===== config.mk =====
export PLATFORM = sky130hd
export DESIGN_NAME = ttt_ps2_keys_flat
export DESIGN_NICKNAME = d
export VERILOG_FILES = /design/src/rtl/ttt_ps2_keys_if.sv /design/src/rtl/ttt_ps2_keys.sv /design/src/flat_wrapper.sv
export SDC_FILE = /design/constraint.sdc
export NUM_CORES = 1
export LEC_CHECK = 0
export CORE_MARGIN = 5
export CORE_UTILIZATION = 35
export CTS_BUF_LIST = sky130_fd_sc_hd__clkbuf_16
export CTS_CLUSTER_DIAMETER = 40
export DETAILED_ROUTE_END_ITERATION = 6
export SETUP_SLACK_MARGIN = 0.5
export SLEW_MARGIN = 5
export SYNTH_ARGS = -nofsm -noshare
export SYNTH_HDL_FRONTEND = slang
export SYNTH_SLANG_ARGS = --single-unit
export TNS_END_PERCENT = 50

===== constraint.sdc =====
create_clock -name clk -period 2.2 [get_ports clk]
set_input_delay 0.22 -clock clk [delete_from_list [all_inputs] [get_ports clk]]
set_output_delay 0.22 -clock clk [all_outputs]
set_load 0.01 [all_outputs]

===== src/rtl/ttt_ps2_keys_if.sv =====
// PS/2 line and key-level bundle for ttt_ps2_keys.
// The slave modport is the receiver side. It takes the raw PS/2 lines and drives
// the key levels and byte status. The master modport is the keyboard/consumer side.
interface ttt_ps2_keys_if;
  logic       ps2_clk;
  logic       ps2_data;
  logic       up;
  logic       down;
  logic       left;
  logic       right;
  logic       enter;
  logic       space;
  logic [7:0] code;
  logic       code_valid;
  logic       frame_err;

  modport master (
    output ps2_clk, ps2_data,
    input  up, down, left, right, enter, space, code, code_valid, frame_err
  );

  modport slave (
    input  ps2_clk, ps2_data,
    output up, down, left, right, enter, space, code, code_valid, frame_err
  );
endinterface


===== src/rtl/ttt_ps2_keys.sv =====
// PS/2 keyboard receiver and set-2 scan-code decoder for the tic-tac-toe keys.
// It synchronizes and filters ps2_clk, assembles 11-bit frames, and tracks the
// E0/F0 prefixes. It drives one held level per key.
// Optional build macro TTT_WASD_EN adds W/A/S/D (1D/1C/1B/23) as extra
// up/left/down/right sources. Each of these is tracked separately from the
// arrow keys.
module ttt_ps2_keys #(
  parameter int FILTER_LEN = 4,
  parameter int TIMEOUT    = 50000
) (
  input logic           clk,
  input logic           reset_n,
  ttt_ps2_keys_if.slave bus
);
  localparam int FW = (FILTER_LEN > 1) ? $clog2(FILTER_LEN) : 1;
  localparam int TW = $clog2(TIMEOUT + 1);

  typedef enum logic [1:0] {IDLE, DATA, PARITY, STOP} state_t;

  logic          clk_meta_reg, clk_sync_reg, data_meta_reg, data_sync_reg;
  logic          clk_filt_reg;
  logic [FW-1:0] filt_cnt_reg;
  logic          sample_pt;

  state_t        state_reg, state_next;
  logic [2:0]    bit_cnt_reg, bit_cnt_next;
  logic [7:0]    shift_reg, shift_next;
  logic          parity_reg, parity_next;
  logic [TW-1:0] to_cnt_reg;
  logic          byte_done, byte_good, timeout_hit;

  logic          ext_reg, ext_next, brk_reg, brk_next;
  logic          up_reg, up_next, down_reg, down_next;
  logic          left_reg, left_next, right_reg, right_next;
  logic          enter_reg, enter_next, space_reg, space_next;
  logic [7:0]    code_reg;
  logic          code_valid_reg, frame_err_reg;
`ifdef TTT_WASD_EN
  logic          w_up_reg, w_up_next, w_down_reg, w_down_next;
  logic          w_left_reg, w_left_next, w_right_reg, w_right_next;
`endif

  // Two-flop synchronizers, plus a glitch filter on the PS/2 clock level.
  always_ff @(posedge clk) begin
    if (!reset_n) begin
      clk_meta_reg  <= 1'b0;
      clk_sync_reg  <= 1'b0;
      data_meta_reg <= 1'b0;
      data_sync_reg <= 1'b0;
      clk_filt_reg  <= 1'b0;
      filt_cnt_reg  <= '0;
    end else begin
      clk_meta_reg  <= bus.ps2_clk;
      clk_sync_reg  <= clk_meta_reg;
      data_meta_reg <= bus.ps2_data;
      data_sync_reg <= data_meta_reg;
      if (clk_sync_reg == clk_filt_reg) begin
        filt_cnt_reg <= '0;
      end else if (filt_cnt_reg == FW'(FILTER_LEN - 1)) begin
        clk_filt_reg <= clk_sync_reg;
        filt_cnt_reg <= '0;
      end else begin
        filt_cnt_reg <= filt_cnt_reg + FW'(1);
      end
    end
  end

  // A sample point is the cycle the filtered clock falls. Data is taken on that cycle.
  assign sample_pt = clk_filt_reg && !clk_sync_reg && (filt_cnt_reg == FW'(FILTER_LEN - 1));

  // Frame FSM state, shift register and inactivity counter.
  always_ff @(posedge clk) begin
    if (!reset_n) begin
      state_reg   <= IDLE;
      bit_cnt_reg <= '0;
      shift_reg   <= '0;
      parity_reg  <= 1'b0;
      to_cnt_reg  <= '0;
    end else begin
      state_reg   <= state_next;
      bit_cnt_reg <= bit_cnt_next;
      shift_reg   <= shift_next;
      parity_reg  <= parity_next;
      if (sample_pt || timeout_hit || state_reg == IDLE)
        to_cnt_reg <= '0;
      else
        to_cnt_reg <= to_cnt_reg + TW'(1);
    end
  end

  // Frame FSM next state: start, 8 data bits LSB first, odd parity, stop.
  always_comb begin
    state_next   = state_reg;
    bit_cnt_next = bit_cnt_reg;
    shift_next   = shift_reg;
    parity_next  = parity_reg;
    byte_done    = 1'b0;
    byte_good    = 1'b0;
    timeout_hit  = 1'b0;
    if (sample_pt) begin
      case (state_reg)
        IDLE: begin
          if (!data_sync_reg) begin
            state_next   = DATA;
            bit_cnt_next = '0;
          end
        end
        DATA: begin
          shift_next   = {data_sync_reg, shift_reg[7:1]};
          bit_cnt_next = bit_cnt_reg + 3'd1;
          if (bit_cnt_reg == 3'd7) state_next = PARITY;
        end
        PARITY: begin
          parity_next = data_sync_reg;
          state_next  = STOP;
        end
        STOP: begin
          byte_done  = 1'b1;
          byte_good  = data_sync_reg && (^{shift_reg, parity_reg});
          state_next = IDLE;
        end
        default: state_next = IDLE;
      endcase
    end else if (state_reg != IDLE && to_cnt_reg == TW'(TIMEOUT - 1)) begin
      timeout_hit = 1'b1;
      state_next  = IDLE;
    end
  end

  // Scan-code decoder. It handles the prefix flags and the per-key held levels.
  always_comb begin
    ext_next   = ext_reg;
    brk_next   = brk_reg;
    up_next    = up_reg;
    down_next  = down_reg;
    left_next  = left_reg;
    right_next = right_reg;
    enter_next = enter_reg;
    space_next = space_reg;
`ifdef TTT_WASD_EN
    w_up_next    = w_up_reg;
    w_down_next  = w_down_reg;
    w_left_next  = w_left_reg;
    w_right_next = w_right_reg;
`endif
    if (timeout_hit || (byte_done && !byte_good)) begin
      ext_next = 1'b0;
      brk_next = 1'b0;
    end else if (byte_done && byte_good) begin
      if (shift_reg == 8'hE0) begin
        ext_next = 1'b1;
      end else if (shift_reg == 8'hF0) begin
        brk_next = 1'b1;
      end else begin
        ext_next = 1'b0;
        brk_next = 1'b0;
        if (ext_reg) begin
          case (shift_reg)
            8'h75:   up_next    = ~brk_reg;
            8'h72:   down_next  = ~brk_reg;
            8'h6B:   left_next  = ~brk_reg;
            8'h74:   right_next = ~brk_reg;
            8'h5A:   enter_next = ~brk_reg;
            default: ;
          endcase
        end else begin
          case (shift_reg)
            8'h5A:   enter_next   = ~brk_reg;
            8'h29:   space_next   = ~brk_reg;
`ifdef TTT_WASD_EN
            8'h1D:   w_up_next    = ~brk_reg;
            8'h1B:   w_down_next  = ~brk_reg;
            8'h1C:   w_left_next  = ~brk_reg;
            8'h23:   w_right_next = ~brk_reg;
`endif
            default: ;
          endcase
        end
      end
    end
  end

  // Decoder state and byte-status outputs. All of them change on the cycle after the stop sample.
  always_ff @(posedge clk) begin
    if (!reset_n) begin
      ext_reg        <= 1'b0;
      brk_reg        <= 1'b0;
      up_reg         <= 1'b0;
      down_reg       <= 1'b0;
      left_reg       <= 1'b0;
      right_reg      <= 1'b0;
      enter_reg      <= 1'b0;
      space_reg      <= 1'b0;
      code_reg       <= 8'h00;
      code_valid_reg <= 1'b0;
      frame_err_reg  <= 1'b0;
`ifdef TTT_WASD_EN
      w_up_reg       <= 1'b0;
      w_down_reg     <= 1'b0;
      w_left_reg     <= 1'b0;
      w_right_reg    <= 1'b0;
`endif
    end else begin
      ext_reg        <= ext_next;
      brk_reg        <= brk_next;
      up_reg         <= up_next;
      down_reg       <= down_next;
      left_reg       <= left_next;
      right_reg      <= right_next;
      enter_reg      <= enter_next;
      space_reg      <= space_next;
      if (byte_done && byte_good) code_reg <= shift_reg;
      code_valid_reg <= byte_done && byte_good;
      frame_err_reg  <= (byte_done && !byte_good) || timeout_hit;
`ifdef TTT_WASD_EN
      w_up_reg       <= w_up_next;
      w_down_reg     <= w_down_next;
      w_left_reg     <= w_left_next;
      w_right_reg    <= w_right_next;
`endif
    end
  end

`ifdef TTT_WASD_EN
  assign bus.up    = up_reg    | w_up_reg;
  assign bus.down  = down_reg  | w_down_reg;
  assign bus.left  = left_reg  | w_left_reg;
  assign bus.right = right_reg | w_right_reg;
`else
  assign bus.up    = up_reg;
  assign bus.down  = down_reg;
  assign bus.left  = left_reg;
  assign bus.right = right_reg;
`endif
  assign bus.enter      = enter_reg;
  assign bus.space      = space_reg;
  assign bus.code       = code_reg;
  assign bus.code_valid = code_valid_reg;
  assign bus.frame_err  = frame_err_reg;
endmodule


===== src/flat_wrapper.sv =====
// flat-port wrapper written by rule: the top's interface ports become plain ports
module ttt_ps2_keys_flat 
#(
  parameter int FILTER_LEN = 4,
  parameter int TIMEOUT    = 50000
)
  (clk, reset_n, bus_ps2_clk, bus_ps2_data, bus_up, bus_down, bus_left, bus_right, bus_enter, bus_space, bus_code, bus_code_valid, bus_frame_err);
  ttt_ps2_keys_if bus_i ();
  input logic clk;
  input logic reset_n;
  input wire logic [$bits(bus_i.ps2_clk)-1:0] bus_ps2_clk;
  input wire logic [$bits(bus_i.ps2_data)-1:0] bus_ps2_data;
  output wire logic [$bits(bus_i.up)-1:0] bus_up;
  output wire logic [$bits(bus_i.down)-1:0] bus_down;
  output wire logic [$bits(bus_i.left)-1:0] bus_left;
  output wire logic [$bits(bus_i.right)-1:0] bus_right;
  output wire logic [$bits(bus_i.enter)-1:0] bus_enter;
  output wire logic [$bits(bus_i.space)-1:0] bus_space;
  output wire logic [$bits(bus_i.code)-1:0] bus_code;
  output wire logic [$bits(bus_i.code_valid)-1:0] bus_code_valid;
  output wire logic [$bits(bus_i.frame_err)-1:0] bus_frame_err;
  assign bus_i.ps2_clk = bus_ps2_clk;
  assign bus_i.ps2_data = bus_ps2_data;
  assign bus_up = bus_i.up;
  assign bus_down = bus_i.down;
  assign bus_left = bus_i.left;
  assign bus_right = bus_i.right;
  assign bus_enter = bus_i.enter;
  assign bus_space = bus_i.space;
  assign bus_code = bus_i.code;
  assign bus_code_valid = bus_i.code_valid;
  assign bus_frame_err = bus_i.frame_err;
  ttt_ps2_keys #(.FILTER_LEN(FILTER_LEN), .TIMEOUT(TIMEOUT)) u_core (.clk(clk), .reset_n(reset_n), .bus(bus_i));
endmodule

### Word-level counts from Yosys, hierarchy flattened

Cells that the tools add are included.

| word-level totals | value |
|---|---|
| register bits after elaboration | 55 |
| output and inout port bits | 16 |
| logic and storage cells | 99 |

| operators by class | value |
|---|---|
| add/sub/neg operators | 3 |
| equal/unequal tests | 19 |
| muxes and demuxes | 16 |
| bitwise operators | 7 |
| reductions and logical operators | 32 |

Operator list:

| kind | number |
|---|---|
| == test 8 x 7 -> 1 bit, second input constant | 5 |
| AND reduction 6 bit | 5 |
| adder 16 x 1 -> 16 bit, second input constant | 1 |
| == test 16 bit, second input constant | 1 |
| == test 8 bit, second input constant | 2 |
| AND reduction 2 bit | 5 |
| two-way mux 1 bit | 9 |
| parity 9 bit | 1 |
| == test 8 x 6 -> 1 bit, second input constant | 1 |
| two-way mux 2 bit | 4 |
| case mux 2 bit (4 select lines) | 1 |
| NOT 1 bit | 7 |
| == test 2 bit, second input constant | 3 |
| logical AND 1 bit | 6 |
| != test 3 bit, second input constant | 2 |
| case mux 3 bit (2 select lines) | 1 |
| AND reduction 3 bit | 2 |
| nonzero test 2 bit | 3 |
| AND reduction 5 bit | 1 |
| OR reduction 2 bit | 2 |
| adder 3 x 1 -> 3 bit, second input constant | 1 |
| == test 3 bit, second input constant | 1 |
| logical OR 1 bit | 3 |
| two-way mux 3 bit | 1 |
| other kinds (8) | 9 |

### Depth between registers and ports, before layout

Gate-level depths: netlist of run 1.

| logic depth | value |
|---|---|
| depth after elaboration | 9 |
| mapped depth | 7 |
| gate-level depth less buffers | 6 |

### Worst setup path before layout of run 1

Ideal clock, no wire load.

| path | value |
|---|---|
| path kind | register -> register |
| from | register u_core.to_cnt_reg[7] |
| to | register u_core.to_cnt_reg[12] |
| setup time | 115 ps |
| data arrival time | 1817 ps |
| data required time | 2085 ps |
| slack | 268 ps |
| stages on the path, launching flop included | 6 |
| buffers on the path | 1 |
| cell sequence | dfxtp_1 or4_1 or4_4 o211ai_4 buf_6 nor2_1 |

| on the way | value |
|---|---|
| word-level cells in the longest chain between the ends | 7 |

RTL lines:

| item | line | RTL |
|---|---|---|
| start, declared | ttt_ps2_keys.sv:29 | `logic [TW-1:0] to_cnt_reg;` |
| start signal, assigned | ttt_ps2_keys.sv:87 | `to_cnt_reg <= to_cnt_reg + TW'(1);` |
| == test 16 bit | ttt_ps2_keys.sv:124 | `end else if (state_reg != IDLE && to_cnt_reg == TW'(TIMEOUT - 1)) begin` |
| logical AND 1 bit | ttt_ps2_keys.sv:124 |  |
| two-way mux 1 bit | ttt_ps2_keys.sv:124 |  |
| two-way mux 1 bit | ttt_ps2_keys.sv:100 | `if (sample_pt) begin` |
| logical OR 1 bit (2 in a row) | ttt_ps2_keys.sv:84 | `if (sample_pt \|\| timeout_hit \|\| state_reg == IDLE)` |
| OR reduction 2 bit (no line) | -- |  |

Several ways; a longest one is shown, not always the timed one.
A chain may end at the register's enable or synchronous reset.

### Worst setup path in the final report of run 1

| path | value |
|---|---|
| from | register u_core.to_cnt_reg[13] |
| to | register u_core.to_cnt_reg[7] |

| on the way | value |
|---|---|
| word-level cells in the longest chain between the ends | 7 |

RTL lines:

| item | line |
|---|---|
| == test 16 bit | ttt_ps2_keys.sv:124 |
| logical AND 1 bit | ttt_ps2_keys.sv:124 |
| two-way mux 1 bit | ttt_ps2_keys.sv:124 |
| two-way mux 1 bit | ttt_ps2_keys.sv:100 |
| logical OR 1 bit (2 in a row) | ttt_ps2_keys.sv:84 |
| OR reduction 2 bit (no line) | -- |

Every way passes these cells.

==> impl_metrics.yaml, run 1 <==
place:
  dpl_cells: 414
  placement.io_buffers: 19
  place_worst_setup_slack_ns: 0.0963
  hpwlAfterDp_microns: 3910
  placedInstanceArea_sq_um: 3040
  globalplace.congestion: 0.801
hold_path:
  holdCritStartpoint: "u_core.clk_meta_reg$_SDFF_PN0_"
  hold_class: "reg2reg"
  hold-path-cell-count: 1
  hold_end: "u_core.clk_sync_reg$_SDFF_PN0_"
final_layout:
  final_net_count: 341
  flow.area_growth_from_synthesis_pct: 24.0
  count_of_antenna_diodes_in_the_layout: 0
  final_cells: 431
  max_reg_flops: 16
  finish.instance_area_sq_um: 3360
  drive_above_1_share: 0.170
critical_path:
  regToRegSetupSlack_ns: 0.20
  cp-start-kind: "register"
  critical_path_required_ns: 2.38
  critical_path.max_fanout: 16
  crit_path_max_incr_delay_ns: 0.57
  cp_slowest_cell: "sky130_fd_sc_hd__or4_4"
  reg2reg_from: "u_core.to_cnt_reg[13]$_SDFF_PP0_"
  reg2regPathDepth: 5
  path_class: "reg2reg"
  critPathArrivalTime_ns: 2.19
  worstSetupEndpointType: "register"
  timing.rr.end: "u_core.to_cnt_reg[7]$_SDFF_PP0_"
  timing.critical_path.max_delay_family: "simple AND/OR/NAND/NOR gates"
  cp.buffers_inverters: 1
  cell_chain_critical_path: "or4_1 -> or4_4 -> o211ai_4 -> buf_12 -> nor2_1"
yosys:
  synth-compound-area-share: 0.0600
  post_synth.cell_area_avg_sq_um: 9.09
  yosys.area_share.adder: 0.0416
  ys_ff_latch: 55
  synthDistinctLibCells: 46
  synth_largest_type_area_fraction: 0.406
  synth-warning-count: 0
  post_synth_mux_area_share: 0.0970
  combinational_family_with_the_most_area_after_synthesis: "simple AND/OR/NAND/NOR gates"
  syn-cell-area_sq_um: 2710
  synth_edf_count: 0
  yosys.area_share.xor_xnor: 0.0868
  synth_area_leaders: "sky130_fd_sc_hd__dfxtp_1 41%, sky130_fd_sc_hd__mux2i_1 8.9%, sky130_fd_sc_hd__nand2_1 4.7%"
  synth_simple_gate_area_frac: 0.265
  netlist.top_cell.by_area: "sky130_fd_sc_hd__dfxtp_1"
  yosysMostFrequentCell: "sky130_fd_sc_hd__dfxtp_1"
  synth_commonest_cells: "55 x sky130_fd_sc_hd__dfxtp_1, 34 x sky130_fd_sc_hd__nand2_1, 31 x sky130_fd_sc_hd__nor2_1"
  asyncSetResetFlopFracSynth: 0
  netlist_instances: 298
  seq_area_frac_synth: 0.406
  synth_nets: 311
  ys.flop_type: "sky130_fd_sc_hd__dfxtp_1"
cts:
  maximum_level_of_the_cts_h_tree: 2
  root_buffer_master: "sky130_fd_sc_hd__clkbuf_16"
  tritoncts: "yes"
  ctsHoldBuffers: 0
  cts.clk_slew.worst_paths_ns: 0.07
  clock_path_buffers: 2
  clock_insertion_delay_worst_skew_ns: 0.29
  cts_made_buffers: 5
  clkSinkCount: 55
global_routing:
  grt_max_degree: 28
  grt_antenna_before_repair: 0
  first_global_vias: 2130
  grt_pass1_wl_microns: 9760
  grt_usage: 0.121
  grt_overflow_total: 0
floorplanning:
  start_util: 0.354
  dieArea_sq_um: 9600
  fp.coreArea_sq_um: 7650
  die-width_microns: 98.0
  num_io_pins: 20
  die_height_microns: 98.0
  rows: 32
route:
  wl_per_cell_microns: 13.3
  initialDrtViolationCount: 156
  routed_wl_microns: 5750
  drt_pass1_iterations: 4
  via_count: 2136
  routed_via_density: 4.96
  routed_antenna_nets: 0
  drcViolationCount: 0
timing:
  setup_viol: 0
  final_period_minus_worst_setup_slack_ns: 2.00
  timing.clock.skew_ns: 0.00476
  report.final.slew_viol_count: 0
  slew_headroom: 0.683
  setup-tns-final_ns: 0
  finalHoldViolations: 0
  highest_clock_frequency_the_design_can_meet_mhz: 500
  timing.hold.ws_ns: 0.435
  worst_slew_pin_slew_ns: 0.469
  grt_setup_unrepaired: "yes"
  post-route-period-util: 0.910
  post-route-worst-setup-slack_ns: 0.198
pwr:
  clkPwrFrac: 0.428
  leakage_nw: 1.24
  p_int_w: 0.00143
  total_net_switching_power_w: 0.000377
  sequential_fraction_of_design_power: 0.555
  comb_power_share: 0.018
  netSwitchingFraction: 0.209
  power.density_nw_per_um2: 537
  vdd.ir_drop.worst_mv: 0.345
run:
  max-cap-violations: 0
run_status:
  outcome: "complete, no violations"
[repair_timing]
item / in CTS / in global routing
cloned: 0 / 0
pin swaps: 5 / 2
setup buffers: 2 / 7
endpoints found under the setup margin: 36 / 39
gates resized for setup: 10 / 14
[cells in the final DEF (no fill, tap or decap), types with 2 or more instances in the layout]
master	instances
sky130_fd_sc_hd__nor4_2	2
sky130_fd_sc_hd__nor4_1	6
sky130_fd_sc_hd__o211ai_1	2
sky130_fd_sc_hd__inv_1	12
sky130_fd_sc_hd__xnor2_2	3
sky130_fd_sc_hd__clkbuf_16	5
sky130_fd_sc_hd__xor2_1	3
sky130_fd_sc_hd__nand2_1	34
sky130_fd_sc_hd__nor4b_1	2
sky130_fd_sc_hd__clkdlybuf4s50_1	19
sky130_fd_sc_hd__o21ai_0	2
sky130_fd_sc_hd__mux2i_1	23
sky130_fd_sc_hd__nand4b_1	2
sky130_fd_sc_hd__nand2b_1	6
sky130_fd_sc_hd__nand3_1	11
sky130_fd_sc_hd__buf_4	19
sky130_fd_sc_hd__xnor2_1	12
sky130_fd_sc_hd__nor4bb_1	2
sky130_fd_sc_hd__or4_1	3
sky130_fd_sc_hd__and2_1	7
sky130_fd_sc_hd__dfxtp_1	47
sky130_fd_sc_hd__dfxtp_2	7
sky130_fd_sc_hd__and3_1	3
sky130_fd_sc_hd__ha_1	8
sky130_fd_sc_hd__nand4_1	6
sky130_fd_sc_hd__and3b_1	2
sky130_fd_sc_hd__nand3b_1	3
sky130_fd_sc_hd__a31oi_1	2
sky130_fd_sc_hd__a21oi_1	8
sky130_fd_sc_hd__or3_1	2
sky130_fd_sc_hd__nor2_1	30
sky130_fd_sc_hd__nor3_1	6
sky130_fd_sc_hd__nor2b_1	2
[layer usage]
metal  GRT usage  up-vias  routed length, microns
li1            -     1092                       -
met1       0.167     1008                    2930
met2       0.189       27                    2560
met3      0.0229        9                     140
met4      0.0426        0                     117
met5           0        -                       0
[power by group through the flow]
stage / Combinational [W] / Sequential (W) / Clock [W]
finish: 0.0000318 / 0.00100 / 0.000771
detailed placement: 0.0000320 / 0.00102 / 0
global route: 0.0000356 / 0.00100 / 0.000822
CTS: 0.0000319 / 0.00100 / 0.000792
global placement: 0.0000314 / 0.00102 / 0
floorplan: 0.0000190 / 0.00102 / 0
[stage by stage]
step,util,power (W)
after CTS,0.425,0.00182
final,0.439,0.00180
after global routing,0.439,0.00186
after detailed placement,0.398,0.00106
after global placement,0.398,0.00106
after floorplan,-,0.00104
[layout make-up]
class / instances / area (sq um)
multi-input combinational: 215 / 1570
clock inverter: 3 / 16.3
timing repair buffer: 40 / 368
sequential: 55 / 1110
inverter: 11 / 41.3
tap: 102 / 128
clock buffer: 5 / 125
fill: 727 / 4290
[logic make-up (layout without fill, tap and decap cells)]
group,count (synthesis),after routing
compound gates,23,23
xor+xnor,21,21
fa+ha+maj,9,9
buf+inv,28,59
flops,55,55
mux,25,25
simple gates,137,137
[worst max-delay path by stage]
stage / from / to / slack [ns] / cells after the start
floorplan: u_core.to_cnt_reg[13]$_SDFF_PP0_ / u_core.to_cnt_reg[7]$_SDFF_PP0_ / 0.29 / 5
global placement: u_core.to_cnt_reg[13]$_SDFF_PP0_ / u_core.to_cnt_reg[11]$_SDFF_PP0_ / 0.17 / 4
detailed placement: u_core.to_cnt_reg[12]$_SDFF_PP0_ / u_core.to_cnt_reg[12]$_SDFF_PP0_ / 0.1 / 4
CTS: u_core.to_cnt_reg[12]$_SDFF_PP0_ / u_core.to_cnt_reg[12]$_SDFF_PP0_ / 0.21 / 5
global route: u_core.to_cnt_reg[12]$_SDFF_PP0_ / u_core.to_cnt_reg[12]$_SDFF_PP0_ / 0.15 / 5
finish: u_core.to_cnt_reg[13]$_SDFF_PP0_ / u_core.to_cnt_reg[7]$_SDFF_PP0_ / 0.20 / 5
No activity file was read; power rests on OpenSTA's default activity.
==> run 2, diff against run 1 <==
==> constraint.sdc (replaced) <==
create_clock -name clk -period 2.1 [get_ports clk]
set_input_delay 0.21 -clock clk [delete_from_list [all_inputs] [get_ports clk]]
set_output_delay 0.21 -clock clk [all_outputs]
set_load 0.01 [all_outputs]
==> run 2 against run 1 <==
Core utilization grew 0.69 points. Cell count is 1.9% higher. Fmax is 4.3% higher. Highest routed layer unchanged. Setup slack lost 0.017 ns.
==> impl_metrics.yaml, run 2 (same netlist as run 1, synthesis figures left out) <==
place:
  globalplace.congestion: 0.805
  hpwlAfterDp_microns: 4070
  placement.io_buffers: 19
  place_worst_setup_slack_ns: 0.172
timing:
  post-route-period-util: 0.914
  slew_headroom: 0.731
  finalHoldViolations: 0
  setup-tns-final_ns: 0
  final_period_minus_worst_setup_slack_ns: 1.92
  post-route-worst-setup-slack_ns: 0.181
  setup_viol: 0
  worst_slew_pin_slew_ns: 0.397
  grt_setup_unrepaired: "yes"
  highest_clock_frequency_the_design_can_meet_mhz: 521
  timing.clock.skew_ns: 0.00667
  report.final.slew_viol_count: 0
pwr:
  clkPwrFrac: 0.432
  total_net_switching_power_w: 0.000403
  leakage_nw: 1.26
  power.density_nw_per_um2: 558
  netSwitchingFraction: 0.212
  sequential_fraction_of_design_power: 0.550
  comb_power_share: 0.018
  total_power_w: 0.00190
  p_int_w: 0.00150
  vdd.ir_drop.worst_mv: 0.317
cts:
  clock_path_buffers: 2
  clkSinkCount: 55
  clock_insertion_delay_worst_skew_ns: 0.29
  ctsHoldBuffers: 0
  cts.clk_slew.worst_paths_ns: 0.07
  root_buffer_master: "sky130_fd_sc_hd__clkbuf_16"
  cts_made_buffers: 5
  tritoncts: "yes"
  maximum_level_of_the_cts_h_tree: 2
route:
  wl_per_cell_microns: 13.2
  via_count: 2182
  initialDrtViolationCount: 101
  drt_pass1_iterations: 4
  routed_wl_microns: 5770
  drcViolationCount: 0
  routed_antenna_nets: 0
  routed_via_density: 4.97
global_routing:
  grt_pass1_wl_microns: 9810
  grt_overflow_total: 0
  grt_usage: 0.123
  first_global_vias: 2073
  grt_antenna_before_repair: 0
  grt_max_degree: 28
critical_path:
  critical_path.max_fanout: 16
  worstSetupEndpointType: "register"
  critPathArrivalTime_ns: 2.10
  critical_path_required_ns: 2.28
  path_class: "reg2reg"
  cp-start-kind: "register"
final_layout:
  final_net_count: 349
  flow.area_growth_from_synthesis_pct: 26.0
  max_reg_flops: 16
  most-common-layout-cells: "45 x sky130_fd_sc_hd__dfxtp_1, 34 x sky130_fd_sc_hd__nand2_1, 31 x sky130_fd_sc_hd__nor2_1, 27 x sky130_fd_sc_hd__buf_4, 24 x sky130_fd_sc_hd__mux2i_1"
  drive_above_1_share: 0.184
  final_common_cell: "sky130_fd_sc_hd__dfxtp_1"
  num-fill-cells: 726
  layout.core_utilization: 0.446
  count_of_antenna_diodes_in_the_layout: 0
floorplanning:
  fp.coreArea_sq_um: 7650
  num_io_pins: 20
  rows: 32
  die-width_microns: 98.0
  die_height_microns: 98.0
  dieArea_sq_um: 9600
  start_util: 0.354
hold_path:
  hold_class: "reg2reg"
run:
  max-cap-violations: 0
run_status:
  outcome: "complete, no violations"
-- run 2: changes by cell type in the layout (fill, tap and decap cells not counted), sizes merged --
cell	delta
buf	+8
clkinv	+1
clkinvlp	-1
-- run 2: worst max-delay path, stage by stage, from the launching register on --
cell and delay (ns):
sky130_fd_sc_hd__dfxtp_2 0.32, sky130_fd_sc_hd__or4_1 0.52, sky130_fd_sc_hd__or4_4 0.56, sky130_fd_sc_hd__o211ai_4 0.20, sky130_fd_sc_hd__buf_12 0.17, sky130_fd_sc_hd__nor2_1 0.06
-- run 2: power by group through the flow --
stage | registers (W) | clock network [W] | logic, W
6_report | 0.00105 | 0.000823 | 0.0000344
5_1_grt | 0.00105 | 0.000895 | 0.0000380
4_1_cts | 0.00105 | 0.000848 | 0.0000340
3_5_place_dp | 0.00107 | 0 | 0.0000338
3_3_place_gp | 0.00107 | 0 | 0.0000336
2_1_floorplan | 0.00107 | 0 | 0.0000199
-- run 2: metal layers --
| metal | vias up | global-route usage | part of all wire |
|---|---|---|---|
| met4 | 0 | 0.0501 | 0.016 |
| met3 | 7 | 0.0293 | 0.030 |
| li1 | 1113 | - | - |
| met1 | 1029 | 0.171 | 0.51 |
| met5 | - | 0 | 0 |
| met2 | 33 | 0.182 | 0.44 |
-- run 2: timing repair --
action | 4_1_cts | 5_1_grt
endpoints found under the setup margin | 39 | 40
buffers inserted | 3 | 3
pin swaps | 3 | 5
gates resized for setup | 4 | 18
-- run 2: stage by stage --
stage | area [sq um] | hold WS, ns | instances
2_1_floorplan | 2710 | 0.337 | 298
3_3_place_gp | 3150 | 0.415 | 425
3_5_place_dp | 3150 | 0.419 | 425
4_1_cts | 3330 | 0.437 | 436
5_1_grt | 3410 | 0.460 | 439
6_report | 3410 | 0.438 | 439
-- run 2: final timing paths --
kind,from,endpoint,slack (ns),cells past startpoint
setup / recovery,u_core.to_cnt_reg[13]$_SDFF_PP0_,u_core.to_cnt_reg[12]$_SDFF_PP0_,0.18,5
hold / removal,u_core.data_meta_reg$_SDFF_PN0_,u_core.data_sync_reg$_SDFF_PN0_,0.44,1
setup reg to reg,u_core.to_cnt_reg[13]$_SDFF_PP0_,u_core.to_cnt_reg[12]$_SDFF_PP0_,0.18,5
hold reg to reg,u_core.data_meta_reg$_SDFF_PN0_,u_core.data_sync_reg$_SDFF_PN0_,0.44,1
-- run 2: layout make-up --
class | instances | area (sq um) | share of cell area
clock buffer | 5 | 125 | 0.0367
clock inverter | 3 | 18.8 | 0.00550
inverter | 11 | 41.3 | 0.0121
multi-input combinational | 215 | 1550 | 0.454
sequential | 55 | 1120 | 0.328
tap | 102 | 128 | 0.0374
timing repair buffer | 48 | 433 | 0.127
==> run 3, diff against run 2 <==
--- a/config.mk
+++ b/config.mk
@@ -10,7 +10,8 @@
 export CTS_BUF_LIST = sky130_fd_sc_hd__clkbuf_16
 export CTS_CLUSTER_DIAMETER = 40
 export DETAILED_ROUTE_END_ITERATION = 6
-export SETUP_SLACK_MARGIN = 0.5
+export HOLD_SLACK_MARGIN = 0.02
+export SETUP_SLACK_MARGIN = 0.02
 export SLEW_MARGIN = 5
 export SYNTH_ARGS = -nofsm -noshare
 export SYNTH_HDL_FRONTEND = slang
==> run 3 against run 2 <==
Wire length fell by 4.2%. Clock power fell by 2%. Core utilization decreased by 1.7 points. Largest cell class unchanged. Critical endpoint is now u_core.to_cnt_reg[9]$_SDFF_PP0_. Total power decreased by 0.99%. Fmax fell by 1.5%. Final area is 3.8% lower.
==> impl_metrics.yaml, run 3 (same netlist as run 1, synthesis figures left out) <==
final_layout:
  final_cells: 432
  final_common_cell: "sky130_fd_sc_hd__dfxtp_1"
  drive_above_1_share: 0.109
  most-common-layout-cells: "55 x sky130_fd_sc_hd__dfxtp_1, 34 x sky130_fd_sc_hd__nand2_1, 31 x sky130_fd_sc_hd__nor2_1, 24 x sky130_fd_sc_hd__mux2i_1, 20 x sky130_fd_sc_hd__buf_4"
  final_net_count: 342
  count_of_antenna_diodes_in_the_layout: 0
  max_reg_flops: 16
  num-fill-cells: 742
  flow.area_growth_from_synthesis_pct: 21.2
  layout.core_utilization: 0.429
floorplanning:
  dieArea_sq_um: 9600
  die_height_microns: 98.0
  die-width_microns: 98.0
  fp.coreArea_sq_um: 7650
  start_util: 0.354
  num_io_pins: 20
  rows: 32
cts:
  clkSinkCount: 55
  ctsHoldBuffers: 0
  postCtsSetupRepairBufs: 0
  root_buffer_master: "sky130_fd_sc_hd__clkbuf_16"
  clock_path_buffers: 2
  cts.clk_slew.worst_paths_ns: 0.07
  tritoncts: "yes"
  cts_repair_resize_count: 0
  cts_made_buffers: 5
  maximum_level_of_the_cts_h_tree: 2
  clock_insertion_delay_worst_skew_ns: 0.29
global_routing:
  grt_usage: 0.121
  first_global_vias: 2124
  grt_max_degree: 28
  grt_antenna_before_repair: 0
  grt_pass1_wl_microns: 9770
  grt_overflow_total: 0
timing:
  grt_setup_unrepaired: "no"
  setup_viol: 0
  final_period_minus_worst_setup_slack_ns: 1.95
  slew_headroom: 0.738
  report.final.slew_viol_count: 0
  post-route-period-util: 0.927
  finalHoldViolations: 0
  timing.clock.skew_ns: 0.00937
  setup-tns-final_ns: 0
  worst_slew_pin_slew_ns: 0.389
  highest_clock_frequency_the_design_can_meet_mhz: 513
route:
  routed_wl_microns: 5530
  met3_wirelength_microns: 145
  met2_length_microns: 2540
  drcViolationCount: 0
  wl_per_cell_microns: 12.8
  drt_pass1_iterations: 4
  met1Wirelength_microns: 2780
  routed_via_density: 4.92
  routed.top_layer: "met4"
  initialDrtViolationCount: 110
  via_count: 2126
  routed_antenna_nets: 0
critical_path:
  critical_path.max_fanout: 16
  reg2regPathDepth: 5
  reg2reg_from: "u_core.to_cnt_reg[12]$_SDFF_PP0_"
  timing.rr.end: "u_core.to_cnt_reg[9]$_SDFF_PP0_"
  worstSetupEndpointType: "register"
  critPathArrivalTime_ns: 2.13
  cp-start-kind: "register"
  path_class: "reg2reg"
  regToRegSetupSlack_ns: 0.15
  critical_path_required_ns: 2.28
pwr:
  sequential_fraction_of_design_power: 0.557
  vdd.ir_drop.worst_mv: 0.403
  netSwitchingFraction: 0.207
  p_int_w: 0.00149
  total_power_w: 0.00189
  power.density_nw_per_um2: 574
  total_net_switching_power_w: 0.000390
  leakage_nw: 1.22
  clkPwrFrac: 0.427
  comb_power_share: 0.017
run_status:
  outcome: "complete, no violations"
hold_path:
  hold-path-cell-count: 1
  hold_class: "reg2reg"
  hold_end: "u_core.filt_cnt_reg[0]$_SDFF_PP0_"
  holdCritStartpoint: "u_core.filt_cnt_reg[0]$_SDFF_PP0_"
place:
  placement.io_buffers: 19
  globalplace.congestion: 0.803
  dpl_cells: 424
  hpwlAfterDp_microns: 4190
run:
  max-cap-violations: 0
-- run 3: worst max-delay path, cell delays in order, from the launching register on --
cell and delay (ns):
sky130_fd_sc_hd__dfxtp_1 0.35, sky130_fd_sc_hd__or4_1 0.51, sky130_fd_sc_hd__or4_4 0.56, sky130_fd_sc_hd__o211ai_4 0.20
sky130_fd_sc_hd__buf_12 0.17, sky130_fd_sc_hd__nor2_1 0.05
-- run 3: how the worst max path moves through the flow --
stage                                           from  cells after the start                                to  slack (ns)
floorplan            u_core.to_cnt_reg[7]$_SDFF_PP0_                      5  u_core.to_cnt_reg[12]$_SDFF_PP0_        0.17
global placement    u_core.to_cnt_reg[12]$_SDFF_PP0_                      5  u_core.to_cnt_reg[12]$_SDFF_PP0_        0.20
detailed placement  u_core.to_cnt_reg[12]$_SDFF_PP0_                      5  u_core.to_cnt_reg[15]$_SDFF_PP0_        0.16
CTS                 u_core.to_cnt_reg[12]$_SDFF_PP0_                      5  u_core.to_cnt_reg[13]$_SDFF_PP0_        0.15
global route        u_core.to_cnt_reg[10]$_SDFF_PP0_                      5  u_core.to_cnt_reg[13]$_SDFF_PP0_        0.06
finish              u_core.to_cnt_reg[12]$_SDFF_PP0_                      5   u_core.to_cnt_reg[9]$_SDFF_PP0_        0.15
-- run 3: cell type report --
type                       instances  area [sq um]  share of cell area
clock inverter                     3          16.3             0.00495
clock buffer                       5           125              0.0381
sequential                        55          1100               0.335
tap                              102           128              0.0389
timing repair buffer              41           380               0.116
inverter                          11          41.3              0.0126
multi-input combinational        215          1490               0.454
-- run 3: power by group through the flow --
| stage | Sequential, W | Combinational (W) | Clock [W] |
|---|---|---|---|
| 2_1_floorplan | 0.00107 | 0.0000199 | 0 |
| 3_3_place_gp | 0.00107 | 0.0000322 | 0 |
| 3_5_place_dp | 0.00107 | 0.0000323 | 0 |
| 4_1_cts | 0.00105 | 0.0000323 | 0.000839 |
| 5_1_grt | 0.00105 | 0.0000351 | 0.000897 |
| 6_report | 0.00105 | 0.0000314 | 0.000805 |
-- run 3: routing by layer --
layer | vias up | GRT usage
met2 | 31 | 0.197
li1 | 1098 | -
met1 | 993 | 0.160
met4 | 0 | 0.0373
met5 | - | 0
met3 | 4 | 0.0243
-- run 3: stage by stage --
stage | area [sq um] | hold slack, ns | worst slack, ns
5_1_grt | 3280 | 0.455 | 0.0605
4_1_cts | 3280 | 0.433 | 0.149
6_report | 3280 | 0.429 | 0.153
2_1_floorplan | 2710 | 0.337 | 0.168
3_3_place_gp | 3140 | 0.416 | 0.202
3_5_place_dp | 3140 | 0.423 | 0.159
